### config.mk
export PLATFORM = sky130hd
export DESIGN_NAME = uart_tx_buffered
export DESIGN_NICKNAME = d
export VERILOG_FILES = /design/src/rtl/uart_tx_buffered.sv
export SDC_FILE = /design/constraint.sdc
export NUM_CORES = 1
export LEC_CHECK = 0
export BUFFER_PORTS_ARGS = -buffer_cell sky130_fd_sc_hd__buf_2
export CAP_MARGIN = 15
export CORE_ASPECT_RATIO = 0.6
export CORE_MARGIN = 10
export CORE_UTILIZATION = 54
export DETAILED_ROUTE_END_ITERATION = 10
export PLACE_DENSITY = 0.74
export SLEW_MARGIN = 5
export SYNTH_ARGS = -nofsm -noshare
export SYNTH_HDL_FRONTEND = slang
export SYNTH_SLANG_ARGS = --single-unit
### constraint.sdc
create_clock -name uart_clk -period 2.67 [get_ports uart_clk]
set_clock_uncertainty 0.05 [all_clocks]
set_input_delay 0.1335 -clock uart_clk [delete_from_list [all_inputs] [get_ports uart_clk]]
set_output_delay 0.1335 -clock uart_clk [all_outputs]
set_load 0.005 [all_outputs]
### src/rtl/uart_tx_buffered.sv
// Buffered 8N1 UART transmitter: edge-detects non-zero bytes on data_send,
// queues them in a small FIFO and serialises them LSB first onto tx.
module uart_tx_buffered #(
    parameter int CLKS_PER_BIT = 10417,
    parameter int FIFO_DEPTH   = 4,
    parameter int ADDR_W       = 2
) (
    input  logic       uart_clk,
    input  logic       rst_n,
    input  logic [7:0] data_send,
    output logic       data_ready,
    output logic       tx,
    output logic       busy,
    output logic       overflow
);

    localparam int BAUD_W = (CLKS_PER_BIT > 1) ? $clog2(CLKS_PER_BIT) : 1;
    localparam logic [BAUD_W-1:0] BAUD_LAST = BAUD_W'(CLKS_PER_BIT - 1);
    localparam logic [ADDR_W:0]   DEPTH_CNT = (ADDR_W + 1)'(FIFO_DEPTH);

    typedef enum logic [1:0] {IDLE, START, DATA, STOP} state_t;

    state_t             state_reg;
    logic [7:0]         mem [FIFO_DEPTH];
    logic [ADDR_W-1:0]  wr_ptr_reg;
    logic [ADDR_W-1:0]  rd_ptr_reg;
    logic [ADDR_W:0]    count_reg;
    logic [7:0]         prev_in_reg;
    logic [7:0]         shift_reg;
    logic [2:0]         bit_cnt_reg;
    logic [BAUD_W-1:0]  baud_cnt_reg;
    logic               tx_reg;
    logic               busy_reg;
    logic               overflow_reg;

    logic new_byte;
    logic fifo_full;
    logic fifo_nonempty;
    logic baud_last;
    logic pop;
    logic push;

    assign new_byte      = (data_send != 8'd0) && (data_send != prev_in_reg);
    assign fifo_full     = (count_reg == DEPTH_CNT);
    assign fifo_nonempty = (count_reg != '0);
    assign baud_last     = (baud_cnt_reg == BAUD_LAST);
    // The FIFO is drained only when idle or on the final stop-bit cycle.
    assign pop  = fifo_nonempty && ((state_reg == IDLE) || ((state_reg == STOP) && baud_last));
    assign push = new_byte && (!fifo_full || pop);

    assign data_ready = !fifo_full;
    assign tx         = tx_reg;
    assign busy       = busy_reg;
    assign overflow   = overflow_reg;

    always_ff @(posedge uart_clk) begin
        if (push) begin
            mem[wr_ptr_reg] <= data_send;
        end
    end

    always_ff @(posedge uart_clk or negedge rst_n) begin
        if (!rst_n) begin
            prev_in_reg  <= 8'd0;
            wr_ptr_reg   <= '0;
            rd_ptr_reg   <= '0;
            count_reg    <= '0;
            overflow_reg <= 1'b0;
        end else begin
            prev_in_reg <= data_send;
            if (push) begin
                wr_ptr_reg <= wr_ptr_reg + 1'b1;
            end
            if (pop) begin
                rd_ptr_reg <= rd_ptr_reg + 1'b1;
            end
            case ({push, pop})
                2'b10:   count_reg <= count_reg + 1'b1;
                2'b01:   count_reg <= count_reg - 1'b1;
                default: count_reg <= count_reg;
            endcase
            if (new_byte && fifo_full && !pop) begin
                overflow_reg <= 1'b1;
            end
        end
    end

    always_ff @(posedge uart_clk or negedge rst_n) begin
        if (!rst_n) begin
            state_reg    <= IDLE;
            shift_reg    <= 8'd0;
            bit_cnt_reg  <= 3'd0;
            baud_cnt_reg <= '0;
            tx_reg       <= 1'b1;
            busy_reg     <= 1'b0;
        end else begin
            case (state_reg)
                IDLE: begin
                    baud_cnt_reg <= '0;
                    tx_reg       <= 1'b1;
                    if (pop) begin
                        shift_reg <= mem[rd_ptr_reg];
                        tx_reg    <= 1'b0;
                        busy_reg  <= 1'b1;
                        state_reg <= START;
                    end
                end
                START: begin
                    if (baud_last) begin
                        baud_cnt_reg <= '0;
                        bit_cnt_reg  <= 3'd0;
                        tx_reg       <= shift_reg[0];
                        state_reg    <= DATA;
                    end else begin
                        baud_cnt_reg <= baud_cnt_reg + 1'b1;
                    end
                end
                DATA: begin
                    if (baud_last) begin
                        baud_cnt_reg <= '0;
                        shift_reg    <= shift_reg >> 1;
                        if (bit_cnt_reg == 3'd7) begin
                            tx_reg    <= 1'b1;
                            state_reg <= STOP;
                        end else begin
                            tx_reg      <= shift_reg[1];
                            bit_cnt_reg <= bit_cnt_reg + 1'b1;
                        end
                    end else begin
                        baud_cnt_reg <= baud_cnt_reg + 1'b1;
                    end
                end
                STOP: begin
                    if (baud_last) begin
                        baud_cnt_reg <= '0;
                        // Chain straight into the next start bit when more data is queued.
                        if (pop) begin
                            shift_reg <= mem[rd_ptr_reg];
                            tx_reg    <= 1'b0;
                            state_reg <= START;
                        end else begin
                            busy_reg  <= 1'b0;
                            state_reg <= IDLE;
                        end
                    end else begin
                        baud_cnt_reg <= baud_cnt_reg + 1'b1;
                    end
                end
                default: begin
                    state_reg <= IDLE;
                    tx_reg    <= 1'b1;
                    busy_reg  <= 1'b0;
                end
            endcase
        end
    end

endmodule

## After elaboration in Yosys (flattened, before gate mapping)

Memories as Yosys holds them, arrays and structs flattened.
Index checks and enable logic that the tools add are counted.

- Logic and storage cells: 89
- Memories kept: 1
- Bits of input ports: 10
- RAM bits: 32
- Output and inout port bits: 4
- Flip-flop bits (word level): 45

- Reduce and logical (&&, ||, !) cells: 23
- Equal/unequal tests: 17
- Add/sub/neg operators: 6
- Mux-type cells: 31

Memories:

| name | words | width | rd ports | clocked after Yosys merged registers in | write ports | RTL line | source |
|---|---|---|---|---|---|---|---|
| mem | 4 | 8 | 1 | 0 | 1 | 24 | `logic [7:0] mem [FIFO_DEPTH];` |

Operator list:

| cell | count |
|---|---|
| case mux 14 bit (2 select lines) | 1 |
| 2-to-1 mux 8 bit | 3 |
| case mux 8 bit (3 select lines) | 1 |
| inequality test 2 bit, second input constant | 8 |
| adder 14 x 1 -> 14 bit, second input constant | 1 |
| == test 14 bit, second input constant | 1 |
| 2-to-1 mux 14 bit | 1 |
| 2-to-1 mux 1 bit | 12 |
| case mux 3 bit (2 select lines) | 2 |
| AND reduction 4 bit | 3 |
| 2-to-1 mux 2 bit | 5 |
| 2-to-1 mux 3 bit | 3 |
| inequality test 8 bit | 1 |
| case mux 2 bit (4 select lines) | 1 |
| nonzero test 8 bit | 1 |
| adder 3 x 1 -> 3 bit, second input constant | 2 |
| == test 2 bit, second input constant | 3 |
| == test 3 bit, second input constant | 2 |
| logical AND 1 bit | 6 |
| nonzero test 2 bit | 3 |
| nonzero test 3 bit | 2 |
| AND reduction 5 bit | 1 |
| adder 2 x 1 -> 2 bit, second input constant | 2 |
| == test 2 x 1 -> 1 bit, second input constant | 2 |
| other kinds (8) | 10 |

## Depth between registers and ports, before layout

- Word-level depth: 8
- Depth in mapped cells: 11
- Depth with buffers taken out: 10

## Worst setup path after synthesis

No wires, ideal clock.

- Path type: flip-flop to flip-flop
- Start point: register state_reg[0]
- End point: register count_reg[2]
- Arrival time: 2.305 ns
- Clock period less this slack: 2.496 ns
- Data required time: 2.479 ns
- Cell stages (with the launch flop): 10
- Library setup time: 0.141 ns
- Setup slack: 0.174 ns
- Buffers on the path: 1
- Path through: dfrtp_1 > ha_1 > and4b_1 > nand4_1 > a21oi_1 > buf_6 > nand2_1 > fa_1 > o311ai_0 > nand3_1

- Word-level cells in the longest chain between the ends: 8
- Elaborated cells between the ends (all ways): 11
- Those cells by class: eq/ne: 3; mux: 1; reduce/logical: 7

RTL lines:

| item | RTL line | source |
|---|---|---|
| start: declaration | 23 | `state_t state_reg;` |
| start signal: assignment | 90 | `state_reg <= IDLE;` |
| start signal: assignment | 105 | `state_reg <= START;` |
| start signal: assignment | 113 | `state_reg <= DATA;` |
| == test 2 bit | 48 | `assign pop = fifo_nonempty && ((state_reg == IDLE) \|\| ((state_reg == STOP) && baud_last));` |
| logical AND 1 bit | 48 |  |
| logical OR 1 bit * | 48 |  |
| logical AND 1 bit * | 48 |  |
| logical OR 1 bit | 49 | `assign push = new_byte && (!fifo_full \|\| pop);` |
| logical AND 1 bit | 49 |  |
| == test 2 x 1 -> 1 bit or == test 2 bit (tied branches) | 77 | `case ({push, pop})` |
| case mux 3 bit (2 select lines) or nonzero test 2 bit (tied branches) | n/a |  |
| end signal: assignment | 78 | `2'b10: count_reg <= count_reg + 1'b1;` |
| end signal: assignment | 79 | `2'b01: count_reg <= count_reg - 1'b1;` |
| end signal: assignment | 80 | `default: count_reg <= count_reg;` |
| end: declaration | 27 | `logic [ADDR_W:0] count_reg;` |

Mark *: on every way between the ends. The rest lies on a longest branch, timed or not.
A chain may end at the register's enable or synchronous reset.

## Worst setup path in the final report

- Start point: input port data_send[2]
- End point: register count_reg[2]

- Word-level cells in the longest chain between the ends: 5
- Elaborated cells between the ends (all ways): 8
- Those cells by class: eq/ne: 3; mux: 1; reduce/logical: 4

RTL lines:

| item | RTL line | source |
|---|---|---|
| start: declaration | 10 | `input logic [7:0] data_send,` |
| inequality test 8 bit or nonzero test 8 bit (tied branches) | 43 | `assign new_byte = (data_send != 8'd0) && (data_send != prev_in_reg);` |
| logical AND 1 bit * | 43 |  |
| logical AND 1 bit * | 49 |  |
| == test 2 x 1 -> 1 bit or == test 2 bit (tied branches) | 77 |  |
| case mux 3 bit (2 select lines) or nonzero test 2 bit (tied branches) | n/a |  |

Marked as above.

==> flow_summary.yaml <==
detailed_routing:
  wl_um: 6897
  viasPerCell: 5.600
  drc: 0
  wl_per_cell_um: 15.93
  drt_pass1_iterations: 4
  final_antenna_net_count: 0
  vias: 2425
  drtIter0Drc: 198
cells_and_area:
  final_area_mm2: 0.004205
  multiInputGateArea_mm2: 0.001506
  nets: 366
  largest_register_ffs: 32
  seq_area_mm2: 0.002088
  fin_cells: 433
  fillers: 521
  n_antenna_cell: 0
  drive_gt1_frac: 0.1618
  syn2layout_area_growth_pct: 13.16
power_and_ir_drop:
  power.total_mw: 4.593
  p_leak_nw: 1.751
  ir_drop_mv: 0.4679
  powerDensity_mw_per_mm2: 1092
die:
  die_y_um: 84.26
  initial_core_util: 0.5566
  rows: 23
  die_area_mm2: 0.01071
  core_area_mm2: 0.006676
  die_w_um: 127.1
  io_pins: 14
placed_design:
  placement.io_buffers: 13
  hpwl_um: 4778
  dp_cells: 408
  place_area_mm2: 0.003847
  place_congestion: 0.8236
sta:
  fin_hold_ws_ns: 0.4264
  post-route-period-util: 0.9080
  post-route-min-period_ns: 2.424
  fmax_mhz: 412.5
  relSlewSlack: 0.3245
  finalHoldViolations: 0
  setup_viol: 0
  drv_slew: 0
  rsz0062_at_grt: "no"
  max_slew.worst_pin.slew_ns: 1.013
  setup-tns-final_ns: 0
synth:
  synth_xor_area_frac: 0.05657
  synth-compound-area-share: 0.08923
  syn_nets: 338
  synth_edf_count: 32
  yosysSeqAreaShare: 0.5620
  netlist_area_mm2: 0.003716
  ys_ff_latch: 77
  ys_warn_count: 0
  synthMuxAreaShare: 0.05051
  ys_top_cells_by_area: "dfrtp_1, edfxtp_1, ha_1"
  synth_top_area_cell: "dfrtp_1"
  syn_inst: 313
  synth_ff_type: "dfrtp_1"
  synth.avg_cell_area_um2: 11.87
  synth_cell_types: 50
  synthDominantCellAreaShare: 0.2963
  synth_simple_gate_area_frac: 0.1566
  synthAdderAreaFrac: 0.05253
  synth_top_family_by_area: "simple AND/OR/NAND/NOR gates"
  synthTopCellsByCount: "dfrtp_1, nand2_1, nor2_1"
  async_flop_share: 0.5844
clock_network:
  clkTransAtPathRegs_ns: 0.06
  clk_path_buf_depth: 2
  cts_hold_buf: 9
  cts_resized: 0
  root_buffer: "clkbuf_16"
  htreeDepth: 3
  clk_latency_ns: 0.33
  cts_post_setup_buffers_inserted: 0
  cts_tree: "built"
  cts_made_buffers: 9
  clock_sinks: 77
setup_path:
  crit_path_top_delay_cell: "dlygate4sd3_1"
  end_kind: "flip-flop"
  worstSetupPathType: "primary input to flip-flop"
  r2r_start: "baud_cnt_reg[0]"
  crit_chain: "dlygate4sd3_1, buf_2, xnor2_1, nand4_1, o21ai_2, nand2_1, fa_1, o311ai_0, nand3_1"
  critPathTopFamily: "compound AO/OA/AOI/OAI gates"
  startpoint_type: "primary input"
  crit_required_ns: 2.82
  crit_start: "data_send[2]"
  worstPathArrival_ns: 2.57
  cp_max_fo: 10
  cp_slowest_stage_delay_ns: 0.53
  path_buf_inv: 2
global_routing:
  grt_max_degree: 46
  grt_use_total: 0.1377
  grt_pass1_vias: 2363
  grt_pass1_wl_um: 11980
  grt_remaining_overflow: 0
  antenna_found_initial: 0
outcome:
  status: "finished, final reports clean"
min_path:
  hold_path_class: "flip-flop to flip-flop"
  min_from: "overflow"
flow_run:
  cap_violations: 0
-- per-layer routing --
metal,vias up,routed length (µm),GRT usage
met5,-,0,0
met4,0,89,0.04634
met3,8,328,0.03578
met2,53,2958,0.1902
met1,1187,3522,0.2021
li1,1177,-,-
-- cells by family after synthesis --
logic type | Yosys count
and+or+nand+nor | 121
DFF | 77
xor gates and xnor gates | 24
muxes | 8
adders and majority gates | 15
AOI/OAI and AO/OA | 46
buffers and inverters | 22
-- cell usage in the layout (no fill, tap or decap), drive strengths merged, types with 10 or more instances in the layout --
cell / n
buf: 17
dfrtp: 44
edfxtp: 32
ha: 14
inv: 13
nand2: 44
nor2: 36
o21ai: 18
xnor2: 14
xor2: 10
-- layout make-up --
| type | instances | area share |
|---|---|---|
| flip-flops and latches | 77 | 0.4966 |
| clock inverters | 7 | 0.01012 |
| inverters | 13 | 0.01160 |
| clock buffers | 9 | 0.05356 |
| multi-input cells | 214 | 0.3582 |
| well taps | 87 | 0.02589 |
| repair buffers | 26 | 0.04403 |
-- final timing paths --
path	cells past startpoint	slack (ns)	to
max reg2reg	7	0.26	mem[0][4]
min in group asynchronous	2	0.46	bit_cnt_reg[2]
max	9	0.25	count_reg[2]
min	2	0.43	overflow
max in group asynchronous	2	1.48	prev_in_reg[5]
min reg2reg	2	0.43	overflow
-- power by group --
part	switching (mW)	internal, mW	leakage, nW
Clock	0.463	0.621	0.129
Combinational	0.889	0.717	0.779
Sequential	0.267	1.64	0.843
Total	1.62	2.97	1.75
-- tightest hold or removal path, delay by kind of cell (launching register included) --
family / cells / cell delay [ns]
AOI/OAI and AO/OA: 1 / 0.06
buffers and inverters: 1 / 0.04
DFF: 1 / 0.34
-- through the flow --
step	utilization	setup slack [ns]
after global routing	0.6299	0.05934
after CTS	0.6299	0.2381
after global placement	0.5763	0.3596
after detailed placement	0.5763	0.3237
final	0.6299	0.2457
after floorplan	-	0.1740
No activity file was read; power rests on OpenSTA's default activity.
